`config.mk`:
```
export PLATFORM = sky130hd
export DESIGN_NAME = data_receive
export DESIGN_NICKNAME = d
export VERILOG_FILES = /design/src/rtl/data_receive.sv
export SDC_FILE = /design/constraint.sdc
export NUM_CORES = 1
export LEC_CHECK = 0
export ABC_AREA = 1
export BUFFER_PORTS_ARGS = -buffer_cell sky130_fd_sc_hd__buf_2
export CAP_MARGIN = 20
export CORE_UTILIZATION = 54
export CTS_CLUSTER_DIAMETER = 100
export DETAILED_ROUTE_END_ITERATION = 8
export PLACE_DENSITY_LB_ADDON = 0.2
export SLEW_MARGIN = 25
export SYNTH_ARGS = -nofsm -noshare
export SYNTH_HDL_FRONTEND = slang
export SYNTH_SLANG_ARGS = --single-unit
```
`constraint.sdc`:
```
create_clock -name iClock -period 2.35 [get_ports iClock]
set_input_delay 0.235 -clock iClock [delete_from_list [all_inputs] [get_ports iClock]]
set_output_delay 0.235 -clock iClock [all_outputs]
set_load 0.05 [all_outputs]
```
`src/rtl/data_receive.sv`:
```
// data_receive
//   Read-direction DAT0 receiver for the SD host data path. Hunts for the
//   start bit and deserializes the block payload MSB-first into FIFO words.
//   It then checks the trailing CRC16-CCITT and the end bit, and reports the
//   block status to data_control.
//
//   Optional macro: DATA_RX_STATS_EN adds oCrc_err_count, a saturating count
//   of blocks that finished with a CRC error. Only reset clears it.
//
// Ports:
//   iClock, iReset       clock (rising edge) / async active-low reset
//   iEnable              1 = receive one block, 0 = abort / idle
//   iSample_en           one-cycle strobe per SD clock; DAT sampled on it
//   iData_pin            synchronized DAT0
//   iTimeout_reg         start-bit timeout in strobes (0 = no timeout)
//   iFIFO_full           FIFO full flag
//   oData_to_FIFO        assembled word
//   oWrite_enable        one-cycle FIFO push
//   oBusy                state != IDLE
//   oBlock_done          one-cycle pulse at block end
//   oCrc_error, oEnd_error, oTimeout, oOverflow   sticky status flags
module data_receive #(
    parameter int FIFO_data_size = 32,
    parameter int Block_bytes    = 512,
    parameter int Register_size  = 16
) (
    input  logic                      iClock,
    input  logic                      iReset,
    input  logic                      iEnable,
    input  logic                      iSample_en,
    input  logic                      iData_pin,
    input  logic [Register_size-1:0]  iTimeout_reg,
    input  logic                      iFIFO_full,
    output logic [FIFO_data_size-1:0] oData_to_FIFO,
    output logic                      oWrite_enable,
    output logic                      oBusy,
    output logic                      oBlock_done,
    output logic                      oCrc_error,
    output logic                      oEnd_error,
    output logic                      oTimeout,
    output logic                      oOverflow
`ifdef DATA_RX_STATS_EN
    ,
    output logic [15:0]               oCrc_err_count
`endif
);

    localparam int BLOCK_BITS = Block_bytes * 8;
    localparam int CNT_W      = $clog2(BLOCK_BITS + 1);
    localparam int WC_W       = $clog2(FIFO_data_size);

    typedef enum logic [2:0] {
        S_IDLE, S_WAIT_START, S_DATA, S_CRC, S_END, S_DONE
    } state_t;

    state_t                    state, state_nxt;
    logic [CNT_W-1:0]          bit_cnt;   // payload bits in DATA, CRC bits in CRC
    logic [WC_W-1:0]           word_cnt;  // bit position inside the current word
    logic [Register_size-1:0]  tmo_cnt;
    logic [Register_size-1:0]  tmo_nxt;
    logic [FIFO_data_size-1:0] shift;
    logic [FIFO_data_size-1:0] word_nxt;
    logic [15:0]               crc;
    logic [15:0]               crc_nxt;
    logic [15:0]               rx_crc;
    logic [15:0]               rx_crc_nxt;
    logic                      strobe;
    logic                      timeout_hit;
    logic                      data_last;
    logic                      crc_last;
    logic                      word_last;

    assign strobe      = iEnable && iSample_en;
    assign tmo_nxt     = tmo_cnt + 1'b1;
    assign timeout_hit = (iTimeout_reg != '0) && (tmo_nxt == iTimeout_reg);
    assign data_last   = (bit_cnt == CNT_W'(BLOCK_BITS - 1));
    assign crc_last    = (bit_cnt == CNT_W'(15));
    assign word_last   = (word_cnt == WC_W'(FIFO_data_size - 1));
    assign word_nxt    = {shift[FIFO_data_size-2:0], iData_pin};
    assign rx_crc_nxt  = {rx_crc[14:0], iData_pin};
    // CRC16-CCITT (0x1021), MSB-first, one bit per strobe
    assign crc_nxt     = {crc[14:0], 1'b0} ^ ((crc[15] ^ iData_pin) ? 16'h1021 : 16'h0000);

    // State register
    always_ff @(posedge iClock or negedge iReset) begin
        if (!iReset) state <= S_IDLE;
        else         state <= state_nxt;
    end

    // Next state: strobe-gated except abort and DONE -> IDLE
    always_comb begin
        state_nxt = state;
        case (state)
            S_IDLE:       if (strobe) state_nxt = S_WAIT_START;
            S_WAIT_START: if (!iEnable) state_nxt = S_IDLE;
                          else if (iSample_en) begin
                              if (!iData_pin)       state_nxt = S_DATA;
                              else if (timeout_hit) state_nxt = S_DONE;
                          end
            S_DATA:       if (!iEnable) state_nxt = S_IDLE;
                          else if (iSample_en && data_last) state_nxt = S_CRC;
            S_CRC:        if (!iEnable) state_nxt = S_IDLE;
                          else if (iSample_en && crc_last) state_nxt = S_END;
            S_END:        if (!iEnable) state_nxt = S_IDLE;
                          else if (iSample_en) state_nxt = S_DONE;
            S_DONE:       state_nxt = S_IDLE;
            default:      state_nxt = S_IDLE;
        endcase
    end

    // State-decoded outputs
    always_comb begin
        oBusy       = (state != S_IDLE);
        oBlock_done = (state == S_DONE);
    end

    // Datapath. Every update is qualified by strobe (iEnable high), so an
    // abort cycle never completes or pushes a partial word.
    always_ff @(posedge iClock or negedge iReset) begin
        if (!iReset) begin
            bit_cnt       <= '0;
            word_cnt      <= '0;
            tmo_cnt       <= '0;
            shift         <= '0;
            crc           <= '0;
            rx_crc        <= '0;
            oData_to_FIFO <= '0;
            oWrite_enable <= 1'b0;
            oCrc_error    <= 1'b0;
            oEnd_error    <= 1'b0;
            oTimeout      <= 1'b0;
            oOverflow     <= 1'b0;
        end else begin
            oWrite_enable <= 1'b0;
            case (state)
                S_IDLE: if (strobe) begin
                    bit_cnt    <= '0;
                    word_cnt   <= '0;
                    tmo_cnt    <= '0;
                    crc        <= '0;
                    oCrc_error <= 1'b0;
                    oEnd_error <= 1'b0;
                    oTimeout   <= 1'b0;
                    oOverflow  <= 1'b0;
                end
                S_WAIT_START: if (strobe && iData_pin) begin
                    tmo_cnt <= tmo_nxt;
                    if (timeout_hit) oTimeout <= 1'b1;
                end
                S_DATA: if (strobe) begin
                    shift    <= word_nxt;
                    crc      <= crc_nxt;
                    bit_cnt  <= data_last ? '0 : bit_cnt + 1'b1;
                    word_cnt <= word_last ? '0 : word_cnt + 1'b1;
                    if (word_last) begin
                        // A full FIFO drops the word but reception carries on
                        if (iFIFO_full) begin
                            oOverflow <= 1'b1;
                        end else begin
                            oData_to_FIFO <= word_nxt;
                            oWrite_enable <= 1'b1;
                        end
                    end
                end
                S_CRC: if (strobe) begin
                    rx_crc  <= rx_crc_nxt;
                    bit_cnt <= bit_cnt + 1'b1;
                    if (crc_last && (rx_crc_nxt != crc)) oCrc_error <= 1'b1;
                end
                S_END: if (strobe && !iData_pin) oEnd_error <= 1'b1;
                default: ;
            endcase
        end
    end

`ifdef DATA_RX_STATS_EN
    // Saturating count of blocks that ended with a CRC error
    always_ff @(posedge iClock or negedge iReset) begin
        if (!iReset)
            oCrc_err_count <= '0;
        else if (state == S_DONE && oCrc_error && oCrc_err_count != 16'hFFFF)
            oCrc_err_count <= oCrc_err_count + 16'd1;
    end
`else
    // Statistics disabled: no counter
`endif

endmodule

```
======== Yosys cells after proc, flatten, opt, wreduce, memory -nomap -nowiden ========
Cells that the tools add are included.
operators by class
  $add $sub $neg .......................... 3
  equality and inequality tests ........... 24
  multiplexer cells ....................... 44
  bitwise gates (word level) .............. 3
  reductions and logical operators ........ 27
operators by type and width
  kind                                              count
  two-way mux 13 bit                                5
  one-hot mux 16 bit (2 select lines)               2
  two-way mux 16 bit                                3
  one-hot mux 13 bit (3 select lines)               1
  two-way mux 3 bit                                 11
  inequality test 2 bit (second input constant)     9
  adder 16 x 1 -> 16 bit (second input constant)    1
  == test 16 bit                                    1
  inequality test 16 bit                            1
  AND reduction 4 bit                               4
  nonzero test 16 bit                               1
  bitwise XOR 16 x 13 -> 16 bit                     1
  two-way mux 5 bit                                 3
  one-hot mux 3 bit (5 select lines)                1
  adder 13 x 1 -> 13 bit (second input constant)    1
  == test 13 x 12 -> 1 bit (second input constant)  1
  == test 13 x 4 -> 1 bit (second input constant)   1
  two-way mux 1 bit                                 13
  inequality test 3 bit (second input constant)     4
  one-hot mux 5 bit (2 select lines)                1
  AND reduction 3 bit                               3
  one-hot mux 1 bit (2 select lines)                4
  nonzero test 2 bit                                4
  logical AND 1 bit                                 7
  other kinds (14)                                  18
word-level totals
  register bits after elaboration ......... 136
  input bits .............................. 22
  output and inout bits ................... 39
  word-level logic and storage cells ...... 114

======== Depth between registers and ports, before layout ========
  depth in word-level cells ............... 8
  gate-level depth with buffers ........... 16
  gate-level depth less buffers ........... 16

======== Least setup slack after synthesis ========
No wires, ideal clock.
  path kind ............................... reg-to-reg
  start point ............................. register tmo_cnt[0]
  end point ............................... register state[1]
  setup time .............................. 0.117 ns
  arrival time ............................ 1.681 ns
  required time ........................... 2.233 ns
  slack ................................... 0.552 ns
  stages on the path, launching flop included .. 17
  path buffers ............................ 0
  clock period less this slack ............ 1.798 ns
  path through ............................ dfrtp_1 ha_1 nand2_1 nor2_4 nand2_1 nand2_1 nand3_1 nand2_1 nand2_1 inv_1 nand2_1 nor2_1 nand3_2 nand2_2 nand2_1 nand2_1 nand2_1
between the ends
  word-level cells in the longest chain between the ends .. 5
ends and longest elaborated chain
  element                                 line  RTL
  start, declared                         59    logic [Register_size-1:0] tmo_cnt;
  start signal, assigned                  147   tmo_cnt <= tmo_nxt;
  adder 16 x 1 -> 16 bit                  74    assign tmo_nxt = tmo_cnt + 1'b1;
  == test 16 bit                          75    assign timeout_hit = (iTimeout_reg != '0) && (tmo_nxt == iTimeout_reg);
  logical AND 1 bit                       75
  inequality test 4 bit (no source line)  --
  AND reduction 6 bit (no source line)    --
  end signal, assigned                    87    else state <= state_nxt;
  end, declared                           56    state_t state, state_nxt;
Every way passes these cells.
A chain may end at the register's enable or synchronous reset.

======== Worst setup path in the final report ========
Ends and elaborated chain as after synthesis.

==> reports/results.txt <==
Final hold violation count: 0
CP max stage cell: dfrtp_2
Non-filler cells, final: 1,023
Pwr per Cell Area: 921.4 nW/um2
Vias: 5,402
Max-slew violations: 0
Critical Path RT: 2.65 ns
Pre-antenna DRT Iters: 7
Post-Synth Simple-Gate Area: 25.12%
I/O pin cnt: 61
CP startpoint kind: flop
Tot Pwr: 6.977 mW
Hold WS: 0.02958 ns
Aggregate global routing overflow: 0
Fin util: 64.93%
Number of diodes: 0
Initial antenna violation count: 0
Num CTS Buffers: 17
Die footprint: 12,630 um2
CP Capture Type: flop
Minimum clock period: 2.096 ns
Worst rel slew slack: 60.79%
DP Area: 7037 um2
Peak VDD IR: 0.4980 mV
Via-to-Cell Ratio: 5.281
Die X: 112.4 um
Largest net degree at the start of global routing: 65
Routed wire length: 13,750 um
Post-route cell area: 7572 um2
IO buf count: 60
Largest family of logic cells by synthesized area: simple AND/OR/NAND/NOR gates
Iteration-0 DRC Markers: 396
CTS tree: yes
Post-synthesis sequential area ratio: 51.73%
Final setup vio count: 0
Critical path's most frequent cell: nand2_1
CP cell instances: ha_1 > nand2_1 > nor2_4 > nand3_1 > nand2_1 > nand3_1 > nand2_1 > nand2_1 > nor2_1 > nand3_2 > nand2_2 > nand2_1 > nand2_1 > nand2_1
Setup TNS Final: 0 ns
HP Class: in2reg
R2R Setup Slk: 0.25 ns
Top FF cell, synth: dfrtp_1
Yosys reg bits: 136
Syn_area_per_cell: 8.203 um2
Clk slew on worst S/H paths: 0.05 ns
Hold endpoint: oWrite_enable
Worst Path Max Fanout: 7
Vias in the first global route: 5,234
Placeable Area: 11,660 um2
First-pass GRT wire length: 23,810 um
Layout cells sized above 1: 15.11%
Synth unique cells: 41
Xor and xnor area share after synthesis: 2.739%
CP peak stage delay: 0.42 ns
Critical hold path startpoint: iFIFO_full
Final WS setup: 0.2542 ns
H-tree levels: 4
Synthesized area: 6579 um2
Multiplexer share of the synthesized area: 0%
Syn nets: 828
Syn Inst Count: 802
YS warnings: 0
DP HPWL: 9404 um
Fin crit share: 89.18%
Post-synthesis compound-gate area fraction: 11.22%
Fmax: 0.4771 GHz
Worst hold path cell count: 2
Clk Tree Root Cell: clkbuf_16
Drt drc: 0
Layout Nets: 895
Adder-cell share of the synthesized area: 0.7607%
Clock Tree Buf Depth: 2
Leak Pwr: 3.835 nW
Area Growth Syn to Fin: 15.10%
# clock sinks: 136
Post-CTS setup buffer count: 0
Wirelength per Cell: 13.44 um
Commonest non-fill, non-tap cells in the layout: nand2_1, dfrtp_1, inv_1, buf_2, o21ai_0
Pre-CTS WS: 0.2177 ns
Final ANT Viol Nets: 0
Reg2Reg Depth: 14
Status: completed
Terminus of the critical flop-to-flop path: state[1]
Commonest non-fill, non-tap cell in the layout: nand2_1
Max-Cap Viols: 0
Post-synth ARST share: 100.0%
Effective utilization at floorplan: 56.41%
Worst-Margin Slew: 0.5882 ns
Die height: 112.4 um
Post-synth EDFFs: 0
Final setup skew: 0.01006 ns
Total track usage: 23.98%
Critical R2R Launch: tmo_cnt[0]
Placed insts: 992
Critical Path AT: 2.40 ns
Core Rows: 39
RSZ-0062 raised after global routing: false
GP Congestion: 0.8756
Setup CP Type: reg2reg
Skew-Pair Late Insertion Delay: 0.42 ns
==> metal layers <==
| metal | vias up | part of all wire [%] | global-route usage [%] |
|---|---|---|---|
| met3 | 17 | 3.8 | 6.911 |
| met5 | - | 0 | 0 |
| met4 | 0 | 1.0 | 8.267 |
| met1 | 2547 | 48 | 31.21 |
| met2 | 123 | 47 | 38.67 |
| li1 | 2715 | - | - |
==> state kept, by name (all words and copies together), names as in the netlist <==
signal         count
crc               16
word_cnt           5
rx_crc            15
oData_to_FIFO     32
state              3
oWrite_enable      1
oOverflow          1
tmo_cnt           16
oCrc_error         1
shift             31
oTimeout           1
bit_cnt           13
oEnd_error         1
==> repair_timing <==
action / in CTS / in global routing
setup endpoints to repair: 0 / 5
hold buffers: 1 / 0
resized for setup: 0 / 3
hold endpoints to repair: 50 / 0
==> cells by family (layout without fill, tap and decap cells) <==
group / Yosys count / in the layout
AOI/OAI and AO/OA: 137 / 137
buffers and inverters: 144 / 222
adders and majority gates: 4 / 4
and+or+nand+nor: 362 / 362
DFF: 136 / 136
xor gates and xnor gates: 19 / 19
==> worst max path at each step <==
stage / from / to / slack (ns) / depth (start not counted)
detailed placement: word_cnt[0] / oData_to_FIFO[5] / 0.22 / 9
floorplan: tmo_cnt[0] / state[1] / 0.55 / 16
global placement: tmo_cnt[0] / state[1] / 0.28 / 14
global route: tmo_cnt[0] / state[0] / 0.02 / 14
CTS: word_cnt[0] / oData_to_FIFO[15] / 0.15 / 9
finish: tmo_cnt[0] / state[1] / 0.25 / 14
==> power by group <==
part           total [mW]  switching (mW)  internal, mW
logic                1.47            1.01         0.462
registers            3.12           0.311          2.81
clock network        2.38           0.947          1.44
==> worst max-delay path: cells and delay by family (launching register included) <==
family / cells / cell delay (ns)
simple gates: 13 / 1.32
fa+ha+maj: 1 / 0.23
flops: 1 / 0.42
==> cell usage after synthesis, types with 2 or more instances <==
master    instances  area, um2
nand2_1         204      765.7
dfrtp_1         136       3403
inv_1           111      416.7
o21ai_0          57      285.3
nor2_1           52      195.2
nand3_1          50      250.2
o21ai_1          35      175.2
o22ai_1          25      156.4
xor2_1           13      113.9
a21oi_1          12      60.06
inv_2            12      45.04
nor3_1           11      55.05
nand4_1          10      62.56
nor2_4            9      101.4
buf_2             8      40.04
clkbuf_1          7      26.28
nor2_2            7      43.79
nand3b_1          5      37.54
xnor2_1           5      43.79
ha_1              4      50.05
nand2_2           4      25.02
buf_1             3      11.26
clkinv_1          2      7.510
nand2_4           2      22.52
nor4_1            2      12.51
==> area by class of cell <==
type                       instances  area, um2
fill                            1017       4090
sequential                       136       3405
multi-input combinational        522       2621
inverter                         125      471.7
clock buffer                      22      444.2
timing repair buffer              67      374.1
tap                              143      178.9
clock inverter                     8      77.57
Power figures use the tool's default switching activity.
